[src/rtl/ram_arbiter.sv]
// Purpose: round-robin arbiter sharing one single-port RAM between the core LSU (port 0) and the NoC engine (port 1), with RMW lock.
// Latency: grant is combinational in the request cycle; read/error responses are valid exactly one cycle after acceptance.
// Backpressure: reqN_ready is the grant; a port not granted (contention or foreign lock) must hold its beat until ready.
module ram_arbiter #(
  parameter int unsigned RAM_SIZE = 1024,
  parameter int unsigned LOCK_MAX = 64
) (
  input  logic        clk,
  input  logic        rst,
  input  logic        req0_valid,
  input  logic        req0_we,
  input  logic        req0_lock,
  input  logic [31:0] req0_addr,
  input  logic [31:0] req0_wdata,
  output logic        req0_ready,
  output logic        resp0_valid,
  output logic [31:0] resp0_rdata,
  output logic        resp0_err,
  input  logic        req1_valid,
  input  logic        req1_we,
  input  logic        req1_lock,
  input  logic [31:0] req1_addr,
  input  logic [31:0] req1_wdata,
  output logic        req1_ready,
  output logic        resp1_valid,
  output logic [31:0] resp1_rdata,
  output logic        resp1_err,
  output logic [31:0] ram_address,
  output logic [31:0] ram_wrdata,
  output logic        ram_we,
  input  logic [31:0] ram_rddata,
  output logic        lock_timeout
);

  localparam logic [0:0]  ST_UNLOCKED = 1'b0;
  localparam logic [0:0]  ST_LOCKED   = 1'b1;
  localparam int unsigned CNT_W       = (LOCK_MAX > 1) ? $clog2(LOCK_MAX) : 1;
  localparam logic [CNT_W-1:0] CNT_LAST = CNT_W'(LOCK_MAX - 1);
  localparam logic [31:0] RAM_LIMIT   = 32'(RAM_SIZE);

  logic [0:0]       state_q, state_d;
  logic             owner_q, owner_d;
  logic [CNT_W-1:0] cnt_q, cnt_d;
  logic             last_grant_q, last_grant_d;
  logic [31:0]      addr_q, wdata_q;
  logic             resp0_valid_q, resp0_valid_d, resp0_err_q, resp0_err_d;
  logic             resp1_valid_q, resp1_valid_d, resp1_err_q, resp1_err_d;

  logic        gnt0, gnt1, accept;
  logic        sel_we, sel_lock, in_range, timeout;
  logic [31:0] sel_addr, sel_wdata;

  // Grant: the lock owner has exclusive access; otherwise round-robin against the last winner.
  always_comb begin
    gnt0 = 1'b0;
    gnt1 = 1'b0;
    if (!rst) begin
      if (state_q == ST_LOCKED) begin
        if (owner_q) gnt1 = req1_valid;
        else         gnt0 = req0_valid;
      end else if (req0_valid && req1_valid) begin
        if (last_grant_q) gnt0 = 1'b1;
        else              gnt1 = 1'b1;
      end else begin
        gnt0 = req0_valid;
        gnt1 = req1_valid;
      end
    end
  end

  assign accept     = gnt0 | gnt1;
  assign req0_ready = gnt0;
  assign req1_ready = gnt1;

  assign sel_addr  = gnt1 ? req1_addr  : req0_addr;
  assign sel_wdata = gnt1 ? req1_wdata : req0_wdata;
  assign sel_we    = gnt1 ? req1_we    : req0_we;
  assign sel_lock  = gnt1 ? req1_lock  : req0_lock;
  assign in_range  = sel_addr < RAM_LIMIT;

  // RAM side: address/data hold their last accepted values when idle so the RAM port stays quiet.
  assign ram_address = accept ? sel_addr  : addr_q;
  assign ram_wrdata  = accept ? sel_wdata : wdata_q;
  assign ram_we      = accept & sel_we & in_range;

  // Forced release fires only when the owner stays silent through the last allowed cycle.
  assign timeout      = (state_q == ST_LOCKED) && !accept && (cnt_q == CNT_LAST);
  assign lock_timeout = timeout;

  // Lock FSM next-state: acquire on a locking beat, release on an unlocking owner beat or on timeout.
  always_comb begin
    state_d = state_q;
    owner_d = owner_q;
    cnt_d   = cnt_q;
    case (state_q)
      ST_UNLOCKED: begin
        if (accept && sel_lock) begin
          state_d = ST_LOCKED;
          owner_d = gnt1;
          cnt_d   = '0;
        end
      end
      ST_LOCKED: begin
        if (accept) begin
          cnt_d = '0;
          if (!sel_lock) state_d = ST_UNLOCKED;
        end else if (timeout) begin
          state_d = ST_UNLOCKED;
          cnt_d   = '0;
        end else begin
          cnt_d = cnt_q + CNT_W'(1);
        end
      end
      default: begin
        state_d = ST_UNLOCKED;
        cnt_d   = '0;
      end
    endcase
  end

  // Response and round-robin bookkeeping: reads and any out-of-range beat get a response next cycle.
  always_comb begin
    resp0_valid_d = gnt0 & (~req0_we | ~in_range);
    resp0_err_d   = gnt0 & ~in_range;
    resp1_valid_d = gnt1 & (~req1_we | ~in_range);
    resp1_err_d   = gnt1 & ~in_range;
    last_grant_d  = accept ? gnt1 : last_grant_q;
  end

  // State registers; reset drops in-flight responses and any held lock immediately.
  always_ff @(posedge clk or posedge rst) begin
    if (rst) begin
      state_q       <= ST_UNLOCKED;
      owner_q       <= 1'b0;
      cnt_q         <= '0;
      last_grant_q  <= 1'b1;
      addr_q        <= '0;
      wdata_q       <= '0;
      resp0_valid_q <= 1'b0;
      resp0_err_q   <= 1'b0;
      resp1_valid_q <= 1'b0;
      resp1_err_q   <= 1'b0;
    end else begin
      state_q       <= state_d;
      owner_q       <= owner_d;
      cnt_q         <= cnt_d;
      last_grant_q  <= last_grant_d;
      addr_q        <= ram_address;
      wdata_q       <= ram_wrdata;
      resp0_valid_q <= resp0_valid_d;
      resp0_err_q   <= resp0_err_d;
      resp1_valid_q <= resp1_valid_d;
      resp1_err_q   <= resp1_err_d;
    end
  end

  // Read data passes straight from the RAM in the response cycle; zero on errors and when idle.
  assign resp0_valid = resp0_valid_q;
  assign resp0_err   = resp0_err_q;
  assign resp0_rdata = (resp0_valid_q && !resp0_err_q) ? ram_rddata : 32'h0;
  assign resp1_valid = resp1_valid_q;
  assign resp1_err   = resp1_err_q;
  assign resp1_rdata = (resp1_valid_q && !resp1_err_q) ? ram_rddata : 32'h0;

endmodule

[config.mk]
export PLATFORM = sky130hd
export DESIGN_NAME = ram_arbiter
export DESIGN_NICKNAME = d
export VERILOG_FILES = /design/src/rtl/ram_arbiter.sv
export SDC_FILE = /design/constraint.sdc
export NUM_CORES = 1
export LEC_CHECK = 0
export ABC_CLOCK_PERIOD_IN_PS = 5600
export BUFFER_PORTS_ARGS = -buffer_cell sky130_fd_sc_hd__buf_2
export CELL_PAD_IN_SITES_DETAIL_PLACEMENT = 1
export CELL_PAD_IN_SITES_GLOBAL_PLACEMENT = 1
export CORE_ASPECT_RATIO = 0.75
export CORE_UTILIZATION = 24
export DETAILED_ROUTE_END_ITERATION = 6
export PLACE_DENSITY = 0.77
export SETUP_SLACK_MARGIN = 0.4
export SLEW_MARGIN = 0
export SYNTH_ARGS = -nofsm -noshare
export SYNTH_HDL_FRONTEND = slang
export SYNTH_SLANG_ARGS = --single-unit
[constraint.sdc]
create_clock -name clk -period 5.6 [get_ports clk]
set_input_delay 1.4 -clock clk [delete_from_list [all_inputs] [get_ports clk]]
set_output_delay 1.4 -clock clk [all_outputs]
set_load 0.03 [all_outputs]
* Yosys cells after proc, flatten, opt, wreduce, memory -nomap -nowiden
Cells that the tools add are included.
W data, S select, Z words.
** Storage, ports and cells
- Bits in registers :: 77
- Output and inout bits :: 136
- Logic and storage cells :: 64
** Cells by class
- Add/subtract/negate cells :: 1
- $lt $le $gt $ge :: 1
- Eq/ne operators :: 2
- Muxes and demuxes :: 27
- Bitwise logic cells :: 13
- Reduce and logical (&&, ||, !) cells :: 10
** Operator list (count)
- $mux W32 :: 6
- $lt A32 B11 Y1 const B :: 1
- $mux W6 :: 3
- $mux W1 :: 16
- $pmux W6 S2 :: 1
- $add A6 B1 Y6 const B :: 1
- $and A1 B1 Y1 :: 6
- $eq A6 B6 Y1 const B :: 1
- $logic_and A1 B1 Y1 :: 6
- $not A1 Y1 :: 4
- $logic_not A1 Y1 :: 3
- $or A1 B1 Y1 :: 3
- $ne A2 B2 Y1 const B :: 1
- $pmux W1 S2 :: 1
- $reduce_and A2 Y1 :: 1

* Longest topological paths before layout
Gate-level depths: netlist of run 1.
- Depth in word-level cells :: 11
- Depth in mapped cells :: 8
- Gate-level depth less buffers :: 7

* Worst setup path after synthesis of run 1
OpenSTA, ideal clock, no wires.
- Kind :: input to output
- Start :: input rst
- End :: output ram_wrdata[22]
- Arrival time :: 5.166 ns
- Data required time :: 4.200 ns
- Path slack :: -0.966 ns
- Stages on the path :: 6
- Cells stage by stage :: inv_1 -> nand3_1 -> inv_2 -> clkbuf_1 -> nand2_1 -> a31oi_1
** Between the ends
- Cells in the longest elaborated chain, start to end :: 3
- Elaborated cells between the ends (all ways) :: 5
- Those cells by class :: 4 x mux; 1 x bitwise
** Ends and longest elaborated chain
- start: declaration :: line 9 : input logic rst,
- $mux W1 :: line 57 : if (!rst) begin
- named net req0_ready :: line 15 : output logic req0_ready,
- $or A1 B1 Y1 :: line 71 : assign accept = gnt0 | gnt1;
- $mux W32 :: line 83 : assign ram_wrdata = accept ? sel_wdata : wdata_q;
- end: declaration :: line 29 : output logic [31:0] ram_wrdata,
The timed path passes the listed nets, and every way through them passes these cells.

* Worst setup path in the final report of run 1
- Start :: input req1_addr[13]
- End :: output ram_we
** Between the ends
- Cells in the longest elaborated chain, start to end :: 3
** Ends and longest elaborated chain
- start: declaration :: line 22 : input logic [31:0] req1_addr,
- $mux W32 :: line 75 : assign sel_addr = gnt1 ? req1_addr : req0_addr;
- $lt A32 B11 Y1 :: line 79 : assign in_range = sel_addr < RAM_LIMIT;
- $and A1 B1 Y1 :: line 84 : assign ram_we = accept & sel_we & in_range;
- end: declaration :: line 30 : output logic ram_we,
No other way between the ends.

==> results of run 1 <==
## logic make-up after synthesis
family | Yosys count | synth area share, %
buffers and inverters | 39 | 4.24
adders and majority gates | 1 | 0.310
AOI/OAI and AO/OA | 85 | 13.3
xor gates and xnor gates | 2 | 0.434
and+or+nand+nor | 300 | 33.7
muxes | 1 | 0.248
DFF | 77 | 47.7
## critical path, cell delays in order
cell       delay (ps)
buf_2             110
nor4_1            550
nand4_1           310
nor4_1            440
o2bb2ai_1         240
a32o_1            280
buf_2             220
## through the flow
stage	hold WS, ps	area (sq um)	cells
3_3_place_gp	462	6060	993
5_1_grt	512	6370	1009
3_5_place_dp	463	6060	993
4_1_cts	473	6370	1009
6_report	470	6370	1009
2_1_floorplan	444	4340	505
## cell type report
cell class,count,area (sq um)
Fill cell,2040,9840
Multi-Input combinational cell,389,2250
Sequential cell,77,1930
Timing Repair Buffer,311,1590
Tap cell,210,263
Clock buffer,10,229
Clock inverter,6,87.6
Inverter,6,26.3
## cells in the mapped netlist, drive strengths merged, types with 2 or more instances
cell | n | share of area [%]
and2 | 65 | 10
nand3 | 6 | 0.74
dfrtp | 76 | 47
clkbuf | 25 | 2.3
a21oi | 5 | 0.62
nand4 | 2 | 0.31
nor4 | 10 | 1.5
nor2b | 2 | 0.31
xor2 | 2 | 0.43
buf | 8 | 1.4
nand2 | 138 | 13
inv | 6 | 0.56
a31oi | 64 | 9.9
nand2b | 2 | 0.31
o21ai | 10 | 1.2
nor2 | 69 | 6.4
## power groups by stage
stage	registers [uW]	logic, uW	clock network, uW
2_1_floorplan	882	1210	0
3_3_place_gp	892	1680	0
3_5_place_dp	909	1700	0
4_1_cts	900	1710	647
5_1_grt	921	1820	666
6_report	897	1680	626
## final timing paths
path	cells past startpoint	from	to	slack (ps)
setup / recovery	7	req1_addr[13]	ram_we	650
hold / removal	2	last_grant_q	last_grant_q	470
setup reg to reg	6	state_q	cnt_q[2]	3320
hold reg to reg	2	last_grant_q	last_grant_q	470
max in group asynchronous	3	rst	wdata_q[18]	3470
min in group asynchronous	3	rst	addr_q[12]	1470
## placed cells by master, fill, tap and decap left out, types with 2 or more instances in the layout
| cell | synthesis | routed |
|---|---|---|
| buf_2 | 5 | 303 |
| nand2_1 | 138 | 138 |
| dfrtp_1 | 76 | 76 |
| nor2_1 | 69 | 69 |
| and2_1 | 65 | 65 |
| a31oi_2 | 0 | 47 |
| a31oi_1 | 64 | 17 |
| o21ai_0 | 10 | 10 |
| nor4_1 | 10 | 10 |
| clkbuf_16 | 0 | 9 |
| buf_4 | 1 | 7 |
| nand3_1 | 6 | 5 |
| a21oi_1 | 5 | 5 |
| clkinvlp_4 | 0 | 4 |
| inv_1 | 4 | 3 |
| nand2b_1 | 2 | 2 |
| inv_2 | 2 | 2 |
| nor2b_1 | 2 | 2 |
| nand4_1 | 2 | 2 |
| xor2_1 | 2 | 2 |
| bufinv_16 | 0 | 2 |
## state kept, by name, summed over array words and instances, names as in the netlist
register	flops
addr_q	32
wdata_q	32
cnt_q	6
last_grant_q	1
owner_q	1
resp0_err	1
resp0_valid	1
resp1_err	1
resp1_valid	1
state_q	1
## per-layer routing
layer / vias up / track usage, % / wire length, um
met2: 172 / 32.2 / 7890
met4: 2 / 4.27 / 229
met1: 2197 / 23.6 / 7080
met5: - / 0 / 13
li1: 2277 / - / -
met3: 17 / 6.89 / 1190
==> reports/metrics.yaml, run 1 <==
floorplanning:
  ios: 304
  fp.dieArea_sq_um: 17400
  num_rows: 40
  coreArea_sq_um: 16200
  fp.dieH_um: 114
  die_w_um: 152
  initial_core_util_pct: 24.9
clock_tree:
  cts_tree: "yes"
  clk_latency_ps: 340
  cts_resized: 0
  htree_levels: 3
  root_buffer: "clkbuf_16"
  cts_made_buffers: 9
  clk_pin_slew_ps: 60
  clock_path_buffers: 2
  post_cts_buffers: 0
  cts.sink_count: 77
  cts_hold_buffers: 0
synthesis:
  async_flop_share_pct: 100
  synth.avg_cell_area_sq_um: 8.00
  synth-seq-cells: 77
  synthCells: 505
  syn_nets: 674
  ys_types: 34
  synth_edf_count: 0
  netlist_area_sq_um: 4040
  synth-main-ff-cell: "dfrtp_1"
  seq_area_frac_synth_pct: 47.7
  synth_warnings: 0
route:
  drc: 0
  vias: 4665
  vias_per_cell: 4.62
  wl_per_cell_um: 16.2
  dr.pass1.iters: 4
  ant_nets: 0
  totalWireLength_um: 16400
  first_iter_violations: 236
global_route:
  grtUsageTotal_pct: 19.2
  grt_max_degree: 78
  antenna_found_initial: 1
  grt_pass1_wl_um: 26100
  grt_overflow: 0
  grt_pass1_vias: 4729
timing:
  finalSetupViolCount: 0
  setup_tns_ps: 0
  finalCritPeriodShare_pct: 88.5
  post-route-worst-setup-slack_ps: 646
  drv_slew: 0
  clock.fmax_ghz: 0.202
  finClkSkew_ps: 8.61
  slew_headroom_pct: 32.1
  finalCriticalPeriod_ps: 4950
  hold_viol_final: 0
  rsz0062_at_grt: "no"
  worst_slew_pin_slew_ps: 1020
pwr:
  power.total_uw: 3210
  power_frac_seq_pct: 28.0
  p_sw_share_pct: 46.5
  clkPwrFrac_pct: 19.5
  p_leak_uw: 0.00324
  combPwrFrac_pct: 52.5
  p_int_uw: 1710
  p_per_area_nw_per_um2: 503
  vdd_drop_max_mv: 0.191
  p_switching_uw: 1490
setup_path:
  crit_arrival_ps: 3550
  worst-setup-path-type: "input pin to primary output"
  cp_max_fo: 3
  cp-end-kind: "primary output"
  cp.required_ps: 4200
  crit_path_start_kind: "input pin"
job:
  cap_viol_max_count: 0
placed_design:
  port_buffers: 303
  gp_congestion: 0.857
  post-place-ws_ps: 692
  dp_hpwl_um: 12900
cells_and_area:
  antennaDiodeCount: 0
  final_nets: 963
  post-route-util_pct: 39.3
  area_growth_pct: 57.7
  drive_above_1_share_pct: 47.7
status:
  status: "finished clean"
min_path:
  holdCritPathClass: "flip-flop to flip-flop"
No activity file was read; power rests on OpenSTA's default activity.
==> run 2, diff against run 1 <==
--- a/config.mk
+++ b/config.mk
@@ -5,7 +5,7 @@
 export SDC_FILE = /design/constraint.sdc
 export NUM_CORES = 1
 export LEC_CHECK = 0
-export ABC_CLOCK_PERIOD_IN_PS = 5600
+export ABC_CLOCK_PERIOD_IN_PS = 4500
 export BUFFER_PORTS_ARGS = -buffer_cell sky130_fd_sc_hd__buf_2
 export CELL_PAD_IN_SITES_DETAIL_PLACEMENT = 1
 export CELL_PAD_IN_SITES_GLOBAL_PLACEMENT = 1
==> constraint.sdc (replaced) <==
create_clock -name clk -period 4.5 [get_ports clk]
set_input_delay 1.125 -clock clk [delete_from_list [all_inputs] [get_ports clk]]
set_output_delay 1.125 -clock clk [all_outputs]
set_load 0.03 [all_outputs]
==> run 2 against run 1 <==
Against the previous run:
- setup slack got worse by 180 ps
- core utilization increased by 3.7 points
- critical path depth decreased by 1
- global-route usage increased by 0.16 points
- final area increased by 9.5%
- power increased by 36%
- sequential cell count unchanged
- critical endpoint is now ram_wrdata[31]
==> reports/metrics.yaml, run 2 (synthesized netlist as in run 1, its figures left out) <==
timing:
  rsz0062_at_grt: "no"  # unchanged
  hold_viol_final: 0  # unchanged
  finClkSkew_ps: 7.13  # was 8.61 ps
  whs_ps: 482  # was 470 ps
  finalCriticalPeriod_ps: 4030
  worst_slew_pin_slew_ps: 620  # was 1020 ps
  slew_headroom_pct: 58.2  # was 32.1%
  setup_tns_ps: 0  # unchanged
  finalSetupViolCount: 0  # unchanged
  clock.fmax_ghz: 0.248
  drv_slew: 0  # unchanged
  finalCritPeriodShare_pct: 89.6
pwr:
  p_leak_uw: 0.00340  # was 0.00324 uW
  p_per_area_nw_per_um2: 623  # was 503 nW/um^2
  p_sw_share_pct: 46.4  # was 46.5%
  power_frac_seq_pct: 25.7  # was 28.0%
  p_int_uw: 2330  # was 1710 uW
  p_switching_uw: 2020  # was 1490 uW
  power.total_uw: 4350  # was 3210 uW
  combPwrFrac_pct: 55.6  # was 52.5%
  vdd_drop_max_mv: 0.250  # was 0.191 mV
  clkPwrFrac_pct: 18.7  # was 19.5%
cells_and_area:
  final_nets: 969  # was 963
  layout_common_cells: "buf_2 (299), nand2_1 (138), dfrtp_1 (76)"  # was buf_2 (303), nand2_1 (138), dfrtp_1 (76)
  area_growth_pct: 72.7  # was 57.7%
  final_area_sq_um: 6980  # was 6370 sq um
  fillCellCount: 1968  # was 2040
  antennaDiodeCount: 0  # unchanged
  layout_commonest_cell: "buf_2"  # unchanged
  drive_above_1_share_pct: 49.1  # was 47.7%
  reg_top3: "addr_q x32, wdata_q x32, cnt_q x6"  # unchanged
status:
  status: "finished clean"  # unchanged
clock_tree:
  cts.sink_count: 77  # unchanged
  clock_path_buffers: 2  # unchanged
  htree_levels: 3  # unchanged
  cts_made_buffers: 9  # unchanged
  clk_pin_slew_ps: 60  # about the same
  cts_tree: "yes"  # unchanged
  root_buffer: "clkbuf_16"  # unchanged
  clk_latency_ps: 340  # about the same
  cts_hold_buffers: 0  # unchanged
floorplanning:
  initial_core_util_pct: 24.9  # unchanged
  die_w_um: 152  # unchanged
  ios: 304  # unchanged
  num_rows: 40  # unchanged
  fp.dieArea_sq_um: 17400  # unchanged
  coreArea_sq_um: 16200  # unchanged
  fp.dieH_um: 114  # unchanged
global_route:
  grt_pass1_wl_um: 26300  # was 26100 um
  antenna_found_initial: 0  # was 1
  grt_overflow: 0  # unchanged
  grt_max_degree: 54  # was 78
  grtUsageTotal_pct: 19.3  # was 19.2%
  grt_pass1_vias: 4804  # was 4729
setup_path:
  cp_max_fo: 52  # was 3
  crit_path_start_kind: "input pin"  # unchanged
  cp.required_ps: 3380  # was 4200 ps
  path_common_cell: "buf_2"
  regToRegStartpoint: "state_q"  # unchanged
  worst-setup-path-type: "input pin to primary output"  # unchanged
  crit_arrival_ps: 2910  # was 3550 ps
  cp-end-kind: "primary output"  # unchanged
  crit_chain: "buf_2 -> and3b_1 -> or4b_4 -> bufbuf_16 -> a31oi_4 -> buf_2"  # was buf_2 -> nor4_1 -> nand4_1 -> nor4_1 -> o2bb2ai_1 -> a32o_1 -> buf_2
  worst_path_max_delay_cell: "or4b_4"  # was nor4_1
  critPathMaxStageDelay_ps: 520  # was 550 ps
  crit_start: "req0_valid"  # was req1_addr[13]
route:
  dr.pass1.iters: 4  # unchanged
  first_iter_violations: 173  # was 236
  vias: 4740  # was 4665
  ant_nets: 0  # unchanged
  vias_per_cell: 4.67  # was 4.62
  drc: 0  # unchanged
  totalWireLength_um: 16900  # was 16400 um
  wl_per_cell_um: 16.6  # was 16.2 um
placed_design:
  postPlaceCellArea_sq_um: 6560  # was 6060 sq um
  port_buffers: 303  # unchanged
  dp_hpwl_um: 12800  # was 12900 um
  gp_congestion: 0.805  # was 0.857
min_path:
  holdCritPathClass: "flip-flop to flip-flop"  # unchanged
  min_from: "last_grant_q"  # unchanged
job:
  cap_viol_max_count: 0  # unchanged
## run 2: cell count changes in the layout (fill, tap and decap cells not counted), moves of 2 or more
| cell | previous run | this run |
|---|---|---|
| a31oi_4 | 0 | 50 |
| a31oi_2 | 47 | 2 |
| a31oi_1 | 17 | 12 |
| buf_4 | 7 | 12 |
| buf_2 | 303 | 299 |
| clkbuf_4 | 0 | 2 |
| clkinv_4 | 0 | 2 |
| clkinvlp_4 | 4 | 2 |
## run 2: power by group through the flow
| stage | registers, uW | clock network [uW] | logic (uW) |
|---|---|---|---|
| floorplan | 1100 | 0 | 1800 |
| global placement | 1110 | 0 | 2370 |
| detailed placement | 1130 | 0 | 2410 |
| CTS | 1120 | 850 | 2440 |
| global route | 1150 | 875 | 2590 |
| finish | 1120 | 815 | 2420 |
## run 2: final cells by class
type	instances	area [sq um]	area share, %
well taps	210	263	3.76
repair buffers	317	1690	24.3
inverters	6	27.5	0.394
clock inverters	6	93.8	1.34
flip-flops and latches	77	1930	27.6
clock buffers	10	239	3.42
multi-input cells	389	2740	39.2
## run 2: metrics by stage
| step | std cells | setup WS [ps] | utilization, % |
|---|---|---|---|
| 2_1_floorplan | 505 | 153 | - |
| 6_report | 1015 | 469 | 43.0 |
| 4_1_cts | 1015 | 473 | 42.9 |
| 5_1_grt | 1015 | 402 | 43.0 |
| 3_5_place_dp | 996 | 286 | 40.4 |
| 3_3_place_gp | 996 | 334 | 40.4 |
## run 2: per-layer routing
layer	wire, um	vias to the layer above	track usage, %
met1	7190	2251	23.1
met4	170	0	4.40
li1	-	2297	-
met5	0	-	0
met2	8300	178	34.1
met3	1220	14	5.94
## run 2: worst max-delay path, delay by kind of cell
family	cells	cell delay, ps
compound gates	1	230
buf+inv	3	780
simple gates	2	690
## run 2: final timing paths
check                                       to  slack (ps)  cells after the start
worst max-delay path            ram_wrdata[31]         470                      6
worst min-delay path              last_grant_q         480                      2
worst max register to register        cnt_q[2]        2200                      8
worst min register to register    last_grant_q         480                      2
max in group asynchronous           wdata_q[4]        2550                      4
min in group asynchronous           addr_q[28]         990                      3
## run 2: timing repair
item,CTS,global route
setup endpoints to repair,64,42
gates cloned,1,0
setup buffers,2,0
pin swaps,1,0
gates resized for setup,2,8
==> run 3, diff against run 2 <==
--- a/config.mk
+++ b/config.mk
@@ -12,7 +12,7 @@
 export CORE_ASPECT_RATIO = 0.75
 export CORE_UTILIZATION = 24
 export DETAILED_ROUTE_END_ITERATION = 6
-export PLACE_DENSITY = 0.77
+export PLACE_DENSITY_LB_ADDON = 0.12
 export SETUP_SLACK_MARGIN = 0.4
 export SLEW_MARGIN = 0
 export SYNTH_ARGS = -nofsm -noshare
==> run 3 against run 2 <==
Against the previous run:
- combinational power about the same
- die area did not move
- highest routed layer is now met5
- largest cell class unchanged
- sequential share of layout area up 0.52 points
- via count up 1.2%
- wire length up 3.5%
- non-clock buffer count is 3 lower
- power is 3.8% lower
- clock skew is essentially flat
- core utilization down 0.79 points
- register-to-register slack improved by 70 ps
==> reports/metrics.yaml, run 3 (synthesized netlist as in run 1, its figures left out) <==
status:
  status: "finished clean"  # unchanged
timing:
  setup_tns_ps: 0  # unchanged
  drv_slew: 0  # unchanged
  hold_viol_final: 0  # unchanged
  whs_ps: 467  # was 482 ps
  finClkSkew_ps: 6.90  # was 7.13 ps
  finalCriticalPeriod_ps: 4080  # was 4030 ps
  finalSetupViolCount: 0  # unchanged
  worst_slew_pin_slew_ps: 1030  # was 620 ps
  finalCritPeriodShare_pct: 90.6  # was 89.6%
  slew_headroom_pct: 31.5  # was 58.2%
  rsz0062_at_grt: "yes"  # was no
  clock.fmax_ghz: 0.245  # was 0.248 GHz
route:
  totalWireLength_um: 17500  # was 16900 um
  first_iter_violations: 149  # was 173
  dr.pass1.iters: 4  # unchanged
  wl_per_cell_um: 17.3  # was 16.6 um
  ant_nets: 0  # unchanged
  vias: 4797  # was 4740
  drc: 0  # unchanged
  vias_per_cell: 4.74  # was 4.67
clock_tree:
  cts.sink_count: 77  # unchanged
  cts_made_buffers: 9  # unchanged
  post_cts_buffers: 0  # was 2
  htree_levels: 3  # unchanged
  clock_path_buffers: 2  # unchanged
  cts_tree: "yes"  # unchanged
  cts_hold_buffers: 0  # unchanged
  root_buffer: "clkbuf_16"  # unchanged
  clk_latency_ps: 330  # was 340 ps
  clk_pin_slew_ps: 60  # about the same
job:
  cap_viol_max_count: 0  # unchanged
pwr:
  p_per_area_nw_per_um2: 611  # was 623 nW/um^2
  vdd_drop_max_mv: 0.303  # was 0.250 mV
  p_leak_uw: 0.00334  # was 0.00340 uW
  power.total_uw: 4190  # was 4350 uW
floorplanning:
  fp.dieArea_sq_um: 17400  # unchanged
  fp.dieH_um: 114  # unchanged
  die_w_um: 152  # unchanged
  initial_core_util_pct: 24.9  # unchanged
  num_rows: 40  # unchanged
  coreArea_sq_um: 16200  # unchanged
  ios: 304  # unchanged
cells_and_area:
  multi_input_area_sq_um: 2730  # was 2740 sq um
  area_growth_pct: 69.5  # was 72.7%
  layout_commonest_cell: "buf_2"  # unchanged
  instances_no_fill: 1011  # was 1015
  layout_common_cells: "buf_2 (303), nand2_1 (138), dfrtp_1 (76)"  # was buf_2 (299), nand2_1 (138), dfrtp_1 (76)
  final_nets: 966  # was 969
  reg_top3: "addr_q x32, wdata_q x32, cnt_q x6"  # unchanged
  fillCellCount: 1986  # was 1968
  antennaDiodeCount: 0  # unchanged
  seq_area_sq_um: 1930  # unchanged
  drive_above_1_share_pct: 48.9  # was 49.1%
placed_design:
  port_buffers: 303  # unchanged
  placedCellCount: 995  # was 996
  gp_congestion: 0.833  # was 0.805
  dp_hpwl_um: 13300  # was 12800 um
setup_path:
  regToRegSetupSlack_ps: 2270  # was 2200 ps
  cp-end-kind: "primary output"  # unchanged
  cp_max_fo: 41  # was 52
  worst-setup-path-type: "input pin to primary output"  # unchanged
  cp.required_ps: 3380  # about the same
  crit_arrival_ps: 2950  # was 2910 ps
  crit_path_start_kind: "input pin"  # unchanged
global_route:
  grtUsageTotal_pct: 19.3  # about the same
  grt_max_degree: 83  # was 54
  grt_overflow: 0  # unchanged
  antenna_found_initial: 1  # was 0
  grt_pass1_vias: 4896  # was 4804
  grt_pass1_wl_um: 26600  # was 26300 um
min_path:
  holdCritPathClass: "flip-flop to flip-flop"  # unchanged
run 3: changes by cell type in the layout (fill, tap and decap cells not counted), moves of 3 or more:
cell | before | now
buf_2 | 299 | 303
buf_4 | 12 | 8
nor2_1 | 69 | 65
nor2_2 | 0 | 4
clkinv_2 | 1 | 4
run 3: report_power, final:
group / switching, uW / leakage, uW / total, uW / internal [uW]
Sequential: 112 / 0.000897 / 1110 / 1000
Combinational: 1620 / 0.00231 / 2420 / 808
Clock: 283 / 0.000132 / 650 / 368
run 3: cell type report:
cell class,instances,share of cell area (%)
multi-input cells,389,39.9
clock buffers,10,3.34
inverters,6,0.420
flip-flops and latches,77,28.1
clock inverters,5,0.420
well taps,210,3.83
repair buffers,314,23.9
run 3: timing repair:
item,CTS,global route
endpoints found under the setup margin,1,40
pin swaps,0,0
cloned,0,1
gates resized for setup,2,6
run 3: worst paths after layout:
path	start	to	cells after the start
worst min-delay path	last_grant_q	last_grant_q	2
worst max register to register	state_q	cnt_q[2]	6
max in group asynchronous	rst	addr_q[3]	3
min in group asynchronous	rst	wdata_q[31]	3
worst min register to register	last_grant_q	last_grant_q	2
worst max-delay path	req0_valid	ram_wrdata[4]	6
run 3: stage by stage:
stage | util (%) | area, sq um | setup WS, ps
3_5_place_dp | 40.3 | 6540 | 398
4_1_cts | 41.9 | 6800 | 399
6_report | 42.3 | 6850 | 425
3_3_place_gp | 40.3 | 6540 | 395
5_1_grt | 42.3 | 6850 | 364
2_1_floorplan | - | 4840 | 153
run 3: routing by layer:
layer | track usage [%] | vias up | share of wire (%)
met5 | 0 | - | 0.074
met4 | 4.27 | 2 | 1.1
met3 | 6.70 | 14 | 7.7
met2 | 33.5 | 176 | 49
met1 | 23.0 | 2327 | 42
li1 | - | 2278 | -
run 3: worst max-delay path, cell delays in order:
cell,delay [ps]
buf_2,130
and3b_1,170
or4b_4,660
clkbuf_16,370
a31oi_4,240
buf_2,230
